$ cat src/rtl/background_renderer.sv
// -----------------------------------------------------------------------------
// background_renderer
//
// Purpose:
//   Maps each visible screen pixel onto a 128x128 one-bit background image,
//   magnified by 2^SCALE_SHIFT on each axis. The image can scroll horizontally,
//   with wrap-around. The horizontal offset (scroll_x) moves only once per
//   frame, on the cycle after a qualified frame_start pulse. Each pixel goes
//   through a fixed three-stage pipeline:
//     S1  registers the ROM address (and the pixel-valid flag)
//     S2  waits for the synchronous ROM read
//     S3  registers the final colour and bg_on
//
// Ports:
//   Clk          rising-edge clock for all logic
//   Reset_n      synchronous, active-low reset
//   DrawX/DrawY  current pixel column/row (0-639 / 0-479)
//   pixel_valid  DrawX/DrawY lie in the visible area
//   frame_start  single-cycle pulse during vertical blanking
//   scroll_en    allows a scroll update at frame_start
//   scroll_dir   0 = offset increments (scroll left), 1 = offset decrements
//   scroll_step  number of texels moved per update
//   rom_data     texel bit, valid one cycle after rom_addr
//   rom_addr     registered ROM address {1'b0, v[6:0], u[6:0]}
//   bg_on        bg_Red/Green/Blue hold a valid background pixel
//   bg_Red/Green/Blue  background colour
// -----------------------------------------------------------------------------
module background_renderer #(
    parameter int          SCALE_SHIFT = 2,
    parameter logic [23:0] COLOR1      = 24'h7F3F1F,
    parameter logic [23:0] COLOR0      = 24'h000000
) (
    input  logic        Clk,
    input  logic        Reset_n,
    input  logic [9:0]  DrawX,
    input  logic [9:0]  DrawY,
    input  logic        pixel_valid,
    input  logic        frame_start,
    input  logic        scroll_en,
    input  logic        scroll_dir,
    input  logic [3:0]  scroll_step,
    input  logic        rom_data,
    output logic [14:0] rom_addr,
    output logic        bg_on,
    output logic [7:0]  bg_Red,
    output logic [7:0]  bg_Green,
    output logic [7:0]  bg_Blue
);

    typedef enum logic {IDLE, UPDATE} scroll_state_t;

    scroll_state_t state, next_state;

    logic [6:0] scroll_x;
    logic       dir_q;
    logic [3:0] step_q;
    logic       latch_params;
    logic       apply_update;

    logic [6:0] tex_u;
    logic [6:0] tex_v;
    logic       v1;
    logic       v2;

    // Scroll FSM: state register
    always_ff @(posedge Clk) begin
        if (!Reset_n) begin
            state <= IDLE;
        end else begin
            state <= next_state;
        end
    end

    // Scroll FSM: next state. A frame_start that arrives while in UPDATE is
    // dropped, so each pulse produces at most one update.
    always_comb begin
        next_state = state;
        case (state)
            IDLE:    if (frame_start && scroll_en) next_state = UPDATE;
            UPDATE:  next_state = IDLE;
            default: next_state = IDLE;
        endcase
    end

    // Scroll FSM: outputs
    always_comb begin
        latch_params = (state == IDLE) && frame_start && scroll_en;
        apply_update = (state == UPDATE);
    end

    // Direction and step are captured on the cycle that enters UPDATE. The
    // offset then changes in UPDATE only, so it stays constant across the
    // visible part of a frame. The 7-bit arithmetic wraps modulo 128, and a
    // step of zero leaves the offset unchanged.
    always_ff @(posedge Clk) begin
        if (!Reset_n) begin
            scroll_x <= 7'd0;
            dir_q    <= 1'b0;
            step_q   <= 4'd0;
        end else begin
            if (latch_params) begin
                dir_q  <= scroll_dir;
                step_q <= scroll_step;
            end
            if (apply_update) begin
                if (dir_q) begin
                    scroll_x <= scroll_x - {3'b000, step_q};
                end else begin
                    scroll_x <= scroll_x + {3'b000, step_q};
                end
            end
        end
    end

    // Texel coordinates. Truncating to 7 bits applies the modulo-128 wrap.
    assign tex_u = 7'(DrawX >> SCALE_SHIFT) + scroll_x;
    assign tex_v = 7'(DrawY >> SCALE_SHIFT);

    // S1: the address is held during blanking, so the ROM input stays quiet.
    always_ff @(posedge Clk) begin
        if (!Reset_n) begin
            rom_addr <= 15'd0;
            v1       <= 1'b0;
        end else begin
            v1 <= pixel_valid;
            if (pixel_valid) begin
                rom_addr <= {1'b0, tex_v, tex_u};
            end
        end
    end

    // S2: matches the one-cycle ROM read latency.
    always_ff @(posedge Clk) begin
        if (!Reset_n) begin
            v2 <= 1'b0;
        end else begin
            v2 <= v1;
        end
    end

    // S3: colour select. Black and bg_on low whenever the pixel is not valid.
    always_ff @(posedge Clk) begin
        if (!Reset_n) begin
            bg_on    <= 1'b0;
            bg_Red   <= 8'd0;
            bg_Green <= 8'd0;
            bg_Blue  <= 8'd0;
        end else begin
            bg_on <= v2;
            if (!v2) begin
                bg_Red   <= 8'd0;
                bg_Green <= 8'd0;
                bg_Blue  <= 8'd0;
            end else if (rom_data) begin
                bg_Red   <= COLOR1[23:16];
                bg_Green <= COLOR1[15:8];
                bg_Blue  <= COLOR1[7:0];
            end else begin
                bg_Red   <= COLOR0[23:16];
                bg_Green <= COLOR0[15:8];
                bg_Blue  <= COLOR0[7:0];
            end
        end
    end

endmodule

$ cat config.mk
export PLATFORM = sky130hd
export DESIGN_NAME = background_renderer
export DESIGN_NICKNAME = d
export VERILOG_FILES = /design/src/rtl/background_renderer.sv
export SDC_FILE = /design/constraint.sdc
export NUM_CORES = 1
export LEC_CHECK = 0
export CAP_MARGIN = 5
export CORE_MARGIN = 2
export CORE_UTILIZATION = 48
export DETAILED_ROUTE_END_ITERATION = 8
export GPL_TIMING_DRIVEN = 0
export HOLD_SLACK_MARGIN = 0.06
export PLACE_DENSITY = 0.95
export SLEW_MARGIN = 15
export SYNTH_ARGS = -nofsm -noshare
export SYNTH_HDL_FRONTEND = slang
export SYNTH_SLANG_ARGS = --single-unit
$ cat constraint.sdc
create_clock -name Clk -period 4.5 [get_ports Clk]
set_input_delay 0.9 -clock Clk [delete_from_list [all_inputs] [get_ports Clk]]
set_output_delay 0.9 -clock Clk [all_outputs]
set_load 0.03 [all_outputs]
==> Flow_metrics.wiki <==
{| class="wikitable"
! Metric !! Value
|-
| TritonCTS clock tree || built
|-
| Sum of overflow across all layers after global routing || 0
|-
| Worst Hold Class || reg -> reg
|-
| HPWL after DPL || 3030 microns
|-
| Endpoint kind of the worst setup timing path || register
|-
| Reg-to-reg critical path endpoint || scroll_x[6]
|-
| Detail-routed via count per cell || 5.20
|-
| Via count of the first global-routing pass || 1588
|-
| Arrival time at the worst endpoint || 3030 ps
|-
| Minimum clock period after layout || about 2900 ps
|-
| Headroom to the max-slew limit || between 50 and 60%
|-
| Flip-flop cell with the highest count after synthesis || dfxtp_1
|-
| GRT Resource Usage Total || 20.2%
|-
| R2R Setup Slk || approximately 1600 ps
|-
| Total Routed Length || 4220 microns
|-
| Count of mapped cells out of synthesis || 214
|-
| First-pass GRT wire length || 6980 microns
|-
| Clock-pin slew on the worst setup and hold paths || 70 ps
|-
| Top achievable clock speed || 0.348 GHz
|-
| Number of post-CTS setup repair buffers || 0
|-
| Synthesized-area fraction occupied by xor and xnor cells || 2.79%
|-
| Maximum fanout along the worst path || 4
|-
| Number of antenna violations at the first check in global routing || 0
|-
| Static Leak || roughly 1.1 nW
|-
| Worst hold margin || 443 ps
|-
| Worst setup skew after layout || 4.34 ps
|-
| Final GP Congestion || approximately 0.86
|-
| Post-detailed-route DRC marker count || 0
|-
| CTS HTree Levels || 2
|-
| Post-synthesis register bit count || 31
|-
| Number of sinks on the clock net || 31
|-
| Source of the critical timing path || step_q[0]
|-
| Startpoint type of the worst setup path || register
|-
| Layout Area Growth over Synthesis || 39.8%
|-
| Number of antenna-violating nets in the routed design || 0
|-
| Hold violation count in the final report || 0
|-
| Die outline height || 66.7 microns
|-
| Main combinational cell family by area after synthesis || simple AND/OR/NAND/NOR gates
|-
| DR WL/cell || ~13 microns
|-
| Setup repair after global routing missed its margin || false
|-
| Row cnt || 22
|-
| Cell area power density || 312 nW/um^2
|-
| Initial Util || between 50% and 60%
|-
| Number of max-slew violations in the final report || 0
|-
| Largest voltage drop on the vdd net || 0.000212 V
|-
| Max-cap violations || 0
|-
| Proportion of register bits with asynchronous set or reset after synthesis || 0%
|-
| Synthesized-area fraction occupied by adder cells || 10.7%
|-
| Chip Width || ~67 microns
|-
| Least-Margin Pin Slew || 635 ps
|-
| Final period utilization || a little under two thirds
|-
| Final setup fails || 0
|-
| First DRT Iteration DRCs || 92
|-
| Layout cells sized above 1 || 14.1%
|-
| Count of yosys warnings during synthesis || 0
|-
| Setup TNS || 0 ps
|-
| Number of placed instances with taps included || about 320
|-
| Worst setup path category || reg -> reg
|-
| Cell Count, Final, Fillers Out || approximately 330
|-
| Compound-cell area share of the yosys netlist || 12.9%
|-
| Vias || 1720
|-
| End point of the critical path || scroll_x[6]
|-
| Simple-Gate Fraction of Synth Area || 19.0%
|-
| Number of optimization iterations in the first detailed-route pass || 4
|-
| Most common cell after layout, fill and taps aside || clkdlybuf4s50_1
|-
| Insertion delay to the later sink of the worst-skew pair || 280 ps
|-
| Required @ worst endpoint || 4650 ps
|-
| CTS buffer count || 5
|-
| Average cell area after synthesis || a little under 9 sq um
|-
| Distinct cell type count of the synthesized netlist || between 40 and 50
|-
| Maximum number of pins on one net before global-route repair || 19
|-
| Power Total || slightly above 0.8 mW
|-
| Hold-fix buffer count after cts || 0
|-
| CTS Root Cell || clkbuf_8
|-
| Sequential share of the synthesized area || 32.9%
|-
| Quantity of I/O buffers inserted on ports || 55
|-
| Depth of the most critical reg-to-reg path || 9
|-
| Number of enable-type register cells in the synthesized netlist || 0
|-
| Bufs on Longest Clock Path || 2
|-
| Top library cells by usage in the layout, fill and taps aside || clkdlybuf4s50_1 (55), dfxtp_1 (31), buf_4 (24)
|-
| Status || completed
|-
| Core occupancy in the finished layout || a little under three quarters
|-
| Reg2Reg Launch Point || step_q[0]
|-
| Core Region || 3720 sq um
|-
| Fraction of synthesized area in multiplexers || 7.96%
|-
| Resized Gates After CTS || 0
|-
| Post-synthesis cell area || 1890 sq um
|-
| Die area || 4450 sq um
|-
| Count of pins on the block boundary || between 70 and 80
|-
| Number of antenna repair diodes || 0
|-
| Fillers || around 280
|-
| Number of nets in the layout || 328
|}
-- per-layer routing --
layer	vias up	wire (microns)	GRT usage, %
li1	853	-	-
met1	791	1770	24.2
met2	72	2110	35.5
met3	4	305	4.73
met4	0	30	6.38
met5	-	0	0
-- Yosys cell counts, drive strengths merged (2+ instances only) --
cell,count,area (sq um)
a21o,2,15.0
or2,3,18.8
a31oi,2,12.5
o2111ai,2,17.5
ha,13,163
nor2b,5,31.3
xnor2,4,35.0
clkbuf,7,26.3
o211ai,3,22.5
nand2,4,15.0
a211oi,3,22.5
nor3,7,35.0
o21a,4,30.0
nor2,23,86.3
xor2,2,17.5
o21ai,4,20.0
buf,25,184
dfxtp,31,621
nand4b,2,17.5
mux2i,15,150
and2,2,12.5
inv,12,45.1
a31o,2,17.5
fa,2,40.0
a21oi,7,35.0
or3,3,18.8
nand3,6,30.0
nor4,3,18.8
and3,4,30.0
-- area by class of cell --
class                           count  area [sq um]  share of cell area (%)
Tap cell                           48          60.1                    2.28
Clock inverter                      2          35.0                    1.33
Buffer                             32           210                    7.97
Inverter                           12          45.0                    1.71
Clock buffer                        6          82.6                    3.13
Sequential cell                    31           621                    23.5
Timing Repair Buffer               55           551                    20.9
Multi-Input combinational cell    145          1030                    39.2
-- state kept, by name, indices dropped and copies added, names as in the netlist --
signal,flops
bg_Red,1
apply_update,1
v1,1
bg_on,1
dir_q,1
v2,1
rom_addr,14
scroll_x,7
step_q,4
-- worst min-delay path by stage --
stage | to | depth (start not counted) | startpoint
2_1_floorplan | v2 | 1 | v1
3_3_place_gp | v2 | 1 | v1
3_5_place_dp | v2 | 1 | v1
4_1_cts | v2 | 1 | v1
5_1_grt | v2 | 1 | v1
6_report | v2 | 1 | v1
-- cell families (layout without fill, tap and decap cells) --
logic type      Yosys count  count (layout)
simple gates             67              67
mux                      15              15
flops                    31              31
fa+ha+maj                15              15
xor+xnor                  6               6
compound gates           35              35
other cells               1               7
buf+inv                  44             107
-- critical path, cell delays in order, from the launching register on --
cell and delay [ps]:
dfxtp_1 340, inv_1 80, ha_1 160, nor3b_1 390, or2_1 240, ha_1 310
and3_4 170, a221o_1 350, and4_4 200, or4_1 500
-- report_power, final --
part           total [mW]  internal (mW)  leakage [nW]  switching, mW
registers           0.308          0.293         0.255         0.0152
logic               0.230          0.110         0.823          0.120
clock network       0.285          0.179        0.0612          0.106
total               0.823          0.582          1.14          0.241
-- through the flow --
| stage | setup slack (ps) | cell area [sq um] |
|---|---|---|
| after global placement | 1730 | 2520 |
| after floorplan | 1900 | 1910 |
| final | 1620 | 2640 |
| after detailed placement | 1660 | 2520 |
| after global routing | 1510 | 2640 |
| after CTS | 1630 | 2640 |
Note: power is estimated with default switching activity, not from simulation.
